--- src/rtl/sipo_pkg.sv ---
// Shared definitions for the serial-in/parallel-out deframer:
// the counter-width helper and the holding-register state encoding.
package sipo_pkg;

    typedef enum logic {
        EMPTY = 1'b0,
        FULL  = 1'b1
    } hold_state_t;

    // Smallest r with 2**r >= value; gives the bit-counter width for a frame length.
    function automatic int clog2(input int value);
        int r;
        r = 0;
        while ((1 << r) < value) begin
            r = r + 1;
        end
        return r;
    endfunction

endpackage

--- src/rtl/shift_core.sv ---
// Enable-gated WIDTH-bit shift register; exposes the value it would take on
// the next accepted bit so the framer can capture a word including that bit.
module shift_core #(
    parameter int WIDTH     = 1024,
    parameter bit MSB_FIRST = 1'b1
) (
    input  logic             clk,
    input  logic             rnot,
    input  logic             clear,
    input  logic             enable,
    input  logic             in,
    output logic [WIDTH-1:0] next_word
);

    logic [WIDTH-1:0] sr;

    always_comb begin
        next_word = MSB_FIRST ? {sr[WIDTH-2:0], in} : {in, sr[WIDTH-1:1]};
    end

    always_ff @(posedge clk or negedge rnot) begin
        if (!rnot) begin
            sr <= '0;
        end else if (clear) begin
            sr <= '0;
        end else if (enable) begin
            sr <= next_word;
        end
    end

endmodule

--- src/rtl/sipo_frame.sv ---
// Serial deframer: counts accepted bits, captures each completed frame into a
// holding register and hands it downstream on a valid/ready handshake.
module sipo_frame
    import sipo_pkg::*;
#(
    parameter int  WIDTH     = 1024,
    parameter bit  MSB_FIRST = 1'b1,
    localparam int CW        = clog2(WIDTH)
) (
    input  logic             clk,
    input  logic             rnot,
    input  logic             clear,
    input  logic             enable,
    input  logic             in,
    output logic [WIDTH-1:0] out,
    output logic             out_valid,
    input  logic             out_ready,
    output logic [CW-1:0]    bit_count,
    output logic             frame_done,
    output logic             overrun
);

    logic [WIDTH-1:0] next_word;
    logic             complete;
    logic             load;
    logic             drop;
    hold_state_t      state;
    hold_state_t      state_next;

    shift_core #(
        .WIDTH     (WIDTH),
        .MSB_FIRST (MSB_FIRST)
    ) u_shift_core (
        .clk       (clk),
        .rnot      (rnot),
        .clear     (clear),
        .enable    (enable),
        .in        (in),
        .next_word (next_word)
    );

    assign complete  = enable && (bit_count == CW'(WIDTH - 1));
    assign out_valid = (state == FULL);

    always_ff @(posedge clk or negedge rnot) begin
        if (!rnot) begin
            bit_count <= '0;
        end else if (clear) begin
            bit_count <= '0;
        end else if (enable) begin
            bit_count <= complete ? '0 : bit_count + 1'b1;
        end
    end

    always_ff @(posedge clk or negedge rnot) begin
        if (!rnot) begin
            state <= EMPTY;
        end else if (clear) begin
            state <= EMPTY;
        end else begin
            state <= state_next;
        end
    end

    // A completion coinciding with a consumer pop refills the register rather than overrunning.
    always_comb begin
        state_next = state;
        load       = 1'b0;
        drop       = 1'b0;
        case (state)
            EMPTY: begin
                if (complete) begin
                    load       = 1'b1;
                    state_next = FULL;
                end
            end
            FULL: begin
                if (complete) begin
                    if (out_ready) begin
                        load = 1'b1;
                    end else begin
                        drop = 1'b1;
                    end
                end else if (out_ready) begin
                    state_next = EMPTY;
                end
            end
        endcase
    end

    always_ff @(posedge clk or negedge rnot) begin
        if (!rnot) begin
            out        <= '0;
            frame_done <= 1'b0;
            overrun    <= 1'b0;
        end else if (clear) begin
            out        <= '0;
            frame_done <= 1'b0;
            overrun    <= 1'b0;
        end else begin
            frame_done <= complete;
            if (load) begin
                out <= next_word;
            end
            if (drop) begin
                overrun <= 1'b1;
            end
        end
    end

endmodule

--- config.mk ---
export PLATFORM = sky130hd
export DESIGN_NAME = sipo_frame
export DESIGN_NICKNAME = d
export VERILOG_FILES = /design/src/rtl/sipo_pkg.sv /design/src/rtl/shift_core.sv /design/src/rtl/sipo_frame.sv
export SDC_FILE = /design/constraint.sdc
export NUM_CORES = 2
export LEC_CHECK = 0
export CAP_MARGIN = 0
export CORE_AREA = 2 2 408 410
export CTS_BUF_LIST = sky130_fd_sc_hd__clkbuf_4
export DETAILED_ROUTE_END_ITERATION = 16
export DIE_AREA = 0 0 410 412
export PLACE_DENSITY = 0.76
export SLEW_MARGIN = 25
export SYNTH_ARGS = -nofsm -noshare
export SYNTH_HDL_FRONTEND = slang
export SYNTH_SLANG_ARGS = --single-unit
--- constraint.sdc ---
create_clock -name clk -period 4.6 [get_ports clk]
set_clock_uncertainty 0.1 [all_clocks]
set_input_delay 0.46 -clock clk [delete_from_list [all_inputs] [get_ports clk]]
set_output_delay 0.46 -clock clk [all_outputs]
set_load 0.02 [all_outputs]
# Word level (Yosys, flattened, before mapping)
# Index checks and enable logic that the tools add are counted.
op_classes:
  reduce_logical: 4
  n_bitwise: 1
  eq_ne: 1
  mux: 20
  addsub: 1
ops:
  columns: ["op", "n"]
  rows:
  - ["2-to-1 mux 1024 bit", 2]
  - ["2-to-1 mux 1023 bit", 2]
  - ["2-to-1 mux 10 bit", 3]
  - ["2-to-1 mux 1 bit", 11]
  - ["adder 10 x 1 -> 10 bit, second input constant", 1]
  - ["== test 10 bit, second input constant", 1]
  - ["nonzero test 2 bit", 3]
  - ["one-hot mux 1 bit (2 select lines)", 2]
  - ["logical AND 1 bit", 1]
  - ["NOT 1 bit", 1]
word_totals:
  input_bits: 6
  output_inout_bits: 1037
  register_bits: 2060
  wordCells: 33

# Longest topological paths before layout
logic_depth:
  word_depth: 6
  mapped_depth: 10
  depth_no_buf: 5

# Modules after synthesis
# Synthesis repeated with hierarchy kept, for this count alone.
hier_totals:
  hier_cells: 5644
  area_unflattened_um2: 77715.8
modules_own_cells:
  columns: ["mod", "n_inst", "area_per_inst_um2", "seq_area_each_um2", "cells_each"]
  rows:
  - ["shift_core", 1, 41204.5, 25599.6, 3298]
  - ["sipo_frame", 1, 36511.3, 25949.9, 2346]

# Least setup slack after synthesis
# No wires, ideal clock.
synth_timing:
  path_type: "reg2reg"
  startpoint: "reg bit_count[0]"
  endpoint: "reg out[1004]"
  path_stages_with_launch: 10
  path_slack_ps: 2329
  period_less_slack_ps: 2271
  required_ps: 4364
  path_buffers: 4
  arrival_time_ps: 2035
  setup_time_ps: 136
  path_cell_list: "dfrtp_1 -> ha_1 -> and4_1 -> buf_2 -> nand4_2 -> buf_4 -> buf_4 -> clkbuf_1 -> o21ai_0 -> a21oi_1"
synth_between:
  elab_chain_len: 5
  elab_cells_between_ends: 6
  classes_between: "1 x eq/ne; 3 x mux; 2 x reduce/logical"
synth_lines:
  columns: ["element", "line", "rtl"]
  rows:
  - ["start: declaration", "sipo_frame.sv:18", "output logic [CW-1:0] bit_count,"]
  - ["start signal: assignment", "sipo_frame.sv:51", "bit_count <= complete ? '0 : bit_count + 1'b1;"]
  - ["== test 10 bit (*)", "sipo_frame.sv:42", "assign complete = enable && (bit_count == CW'(WIDTH - 1));"]
  - ["logical AND 1 bit (*)", "sipo_frame.sv:42", null]
  - ["2-to-1 mux 1 bit (on tied branches)", "sipo_frame.sv:78, sipo_frame.sv:72", null]
  - ["one-hot mux 1 bit (2 select lines) (*)", "sipo_frame.sv:70", "case (state)"]
  - ["nonzero test 2 bit (no line) (*)", null, null]
  - ["end signal: assignment", "sipo_frame.sv:103", "out <= next_word;"]
  - ["end: declaration", "sipo_frame.sv:15", "output logic [WIDTH-1:0] out,"]
# Every way passes the cells marked *; elsewhere a longest branch is shown, timed or not.
# A chain may end at the register's enable or synchronous reset.

# Worst setup path after layout
layout_timing:
  startpoint: "reg bit_count[0]"
  endpoint: "out bit_count[0]"
# No word-level cell between the ends.

==> impl_metrics.csv <==
group,metric,value,unit
die,initial_utilization,0.531,
finish,layout-drive-gt1-share,0.103,
placement,place_ws,1.53,ns
finish,multi_input_comb_area,32300,um2
yosys,synth_area_leaders,"sky130_fd_sc_hd__dfrtp_1 59%, sky130_fd_sc_hd__mux2i_1 12%, sky130_fd_sc_hd__nand3b_1 8.8%",
min_path,worstHoldPathType,"input pin to register",
clock_tree,tritoncts,"built",
yosys,synth_largest_area_cell,"sky130_fd_sc_hd__dfrtp_1",
clock_tree,cts-root-to-sink-buffers,4,
clock_tree,worst_setup_hold_path_clk_slew,0.07,ns
grt,grt_pass1_wl,381000,um
worst_setup_path,critPathMaxStageDelay,0.81,ns
yosys,netlist.area_leader.share,0.591,
yosys,synth.ff_latch_count,2060,
grt,first_global_vias,65500,
placement,final_estimated_routing_congestion_in_global_placement,0.859,
clock_tree,postCtsSetupBuffers,0,
placement,dpl.hpwl,154000,um
worst_setup_path,cp-end-kind,"primary output",
yosys,synth_ff_type,"sky130_fd_sc_hd__dfrtp_1",
power_and_ir_drop,ir_drop,239,uV
placement,dpl_cell_area,98900,um2
drt,drc,0,
yosys,post_synth_inst_count,8028,
worst_setup_path,required,4.04,ns
sta,final-setup-viol-count,0,
sta,clock.fmax,0.318,GHz
finish,fillerInstances,12900,
clock_tree,htree_num_levels,6,
die,pin_count,1043,
yosys,netlist_area,87200,um2
finish,area_delta_synth_final,20.8,%
yosys,synthesis.yosys.warnings,0,
drt,post_drt_wl_per_cell,21.5,um
power_and_ir_drop,total_power,0.0346,W
job,timing.max_cap.violations,0,
yosys,syn_nets,8035,
sta,slew_violations,0,
status,run_status,"finished clean",
worst_setup_path,crit_path_top_delay_cell,"sky130_fd_sc_hd__clkdlybuf4s50_1",
clock_tree,cts-buffers-inserted,549,
power_and_ir_drop,power.static_leakage,47.1,nW
finish,layout.area.seq,51500,um2
drt,wirelength,247000,um
die,placement_rows,149,
drt,detail-route-antenna-nets,0,
sta,grt_setup_unrepaired,"no",
worst_setup_path,bufs_and_invs_on_worst_path,1,
sta,tns,0,ns
grt,global_route.overflow_total,0,
drt,detail_route.iter0.violations,6836,
sta,slew_headroom,0.240,
worst_setup_path,cp_max_fo,8,
die,design.die.area,169000,um2
clock_tree,insertion_delay,1.36,ns
grt,antenna_found_initial,5,
worst_setup_path,critical-path-top-delay-family,"buffers and inverters",
die,dieHeight,412,um
yosys,syn_area_per_cell,10.9,um2
sta,finalCriticalPeriod,3.15,ns
drt,total_via_count_in_the_routed_design,67200,
clock_tree,cts-hold-fix-buffers,10,
finish,final_cell_area,105000,um2
clock_tree,post_cts_resized,0,
sta,worst_slew_pin_slew,1.14,ns
worst_setup_path,path_cells,"clkdlybuf4s50_1",
yosys,synth_async_sr_flop_share,1.00,
grt,grt_start_max_net_pins,252,
worst_setup_path,timing.critical_path.arrival,2.59,ns
sta,finalHoldViolations,0,
clock_tree,cts_num_sinks,2060,
yosys,yosysSeqAreaShare,0.591,
worst_setup_path,type_of_origin_of_the_critical_path,"register",
finish,layout.nets,8981,
sta,layout_worst_path_cycle_share,0.684,
sta,setup_ws,1.45,ns
drt,dr.pass1.iters,9,
worst_setup_path,timing.setup.critical_path_class,"register to primary output",
die,floorplan.core_area,164000,um2
die,die_w,410,um
drt,routed_via_density,5.85,
yosys,number_of_enable_flip_flop_cells_after_synthesis,0,
grt,global_route.usage.total,0.285,
clock_tree,root_driver,"sky130_fd_sc_hd__clkbuf_4",
power_and_ir_drop,power_density,329,nW/um2
placement,port_buffers,1042,
yosys,synth_cell_type_count,28,
==> sequential cells by signal (all words and copies together), names as in the netlist <==
register         count
out               1024
u_shift_core.sr   1023
out_valid            1
bit_count           10
overrun              1
frame_done           1
==> cell usage after synthesis (2+ instances only) <==
| master | count |
|---|---|
| sky130_fd_sc_hd__buf_4 | 39 |
| sky130_fd_sc_hd__xor2_1 | 6 |
| sky130_fd_sc_hd__and4_1 | 2 |
| sky130_fd_sc_hd__nor3_1 | 4 |
| sky130_fd_sc_hd__o21ai_0 | 890 |
| sky130_fd_sc_hd__o21ai_1 | 136 |
| sky130_fd_sc_hd__nand3b_1 | 1025 |
| sky130_fd_sc_hd__a21oi_1 | 1026 |
| sky130_fd_sc_hd__buf_1 | 28 |
| sky130_fd_sc_hd__a31oi_1 | 2 |
| sky130_fd_sc_hd__nor2_1 | 1030 |
| sky130_fd_sc_hd__dfrtp_1 | 2060 |
| sky130_fd_sc_hd__buf_2 | 175 |
| sky130_fd_sc_hd__nand2_1 | 5 |
| sky130_fd_sc_hd__clkbuf_1 | 558 |
| sky130_fd_sc_hd__or3_1 | 2 |
| sky130_fd_sc_hd__mux2i_1 | 1023 |
| sky130_fd_sc_hd__nand4_1 | 3 |
| sky130_fd_sc_hd__nand3_1 | 5 |
==> final timing paths <==
kind	start	endpoint	slack, ns	cells past startpoint
max in group asynchronous	rnot	u_shift_core.sr[659]$_DFFE_PN0P_	3.03	4
worst max register to register	bit_count[0]$_DFFE_PN0P_	out[402]$_DFFE_PN0P_	1.58	6
min in group asynchronous	rnot	out[532]$_DFFE_PN0P_	0.50	4
worst min register to register	u_shift_core.sr[688]$_DFFE_PN0P_	u_shift_core.sr[689]$_DFFE_PN0P_	0.40	2
worst max-delay path	bit_count[0]$_DFFE_PN0P_	bit_count[0]	1.45	1
worst min-delay path	clear	out[76]$_DFFE_PN0P_	0.19	3
==> power breakdown <==
| part | internal [W] | leakage (nW) | switching [W] |
|---|---|---|---|
| Sequential | 0.0181 | 28.8 | 0.00000512 |
| Clock | 0.00799 | 3.86 | 0.00735 |
| Combinational | 0.000273 | 14.4 | 0.000902 |
==> final cells by class <==
cell class,instances,area share
tap,2189,0.0260
antenna,3,0.0000712
clock inverter,87,0.00420
sequential,2060,0.489
multi-input combinational,5167,0.307
timing repair buffer,1196,0.118
clock buffer,787,0.0560
==> through the flow <==
stage / instances / utilization / hold WS [ns]
floorplan: 8028 / - / 0.0644
global placement: 10600 / 0.602 / 0.380
detailed placement: 10600 / 0.602 / 0.395
CTS: 11500 / 0.642 / 0.0598
global route: 11500 / 0.642 / 0.161
finish: 11500 / 0.642 / 0.189
==> cell usage in the layout, fill, tap and decap left out, drive strengths merged <==
master / Yosys / routed
dfrtp: 2060 / 2060
clkdlybuf4s50: 0 / 1039
nor2: 1030 / 1030
a21oi: 1026 / 1026
o21ai: 1026 / 1026
nand3b: 1025 / 1025
mux2i: 1023 / 1023
clkbuf: 558 / 787
buf: 243 / 148
clkinv: 0 / 72
inv: 0 / 11
dlygate4sd3: 0 / 9
xor2: 6 / 6
nand3: 5 / 5
nand2: 5 / 5
nor3: 4 / 4
bufinv: 0 / 4
nand4: 4 / 4
diode: 0 / 3
or3: 2 / 2
a31oi: 2 / 2
and4: 2 / 2
and3: 1 / 1
and2: 1 / 1
nor2b: 1 / 1
o211a: 1 / 1
nor3b: 1 / 1
a22o: 1 / 1
ha: 1 / 1
==> per-layer routing <==
metal | GRT usage | part of all wire | vias to the layer above
li1 | - | - | 30100
met1 | 0.376 | 0.41 | 34200
met2 | 0.430 | 0.47 | 2474
met3 | 0.0810 | 0.080 | 464
met4 | 0.146 | 0.049 | 4
met5 | 0 | 0.00011 | -
==> cells by family after synthesis <==
group | after synthesis | share of synthesized area
buffers and inverters | 801 | 0.0387
XOR/XNOR | 6 | 0.000602
flip-flops | 2060 | 0.591
AND/OR/NAND/NOR | 2081 | 0.134
multiplexers | 1023 | 0.117
AO/OA/AOI/OAI | 2056 | 0.118
adder cells (fa/ha/maj) | 1 | 0.000143
No activity file was read; power rests on OpenSTA's default activity.
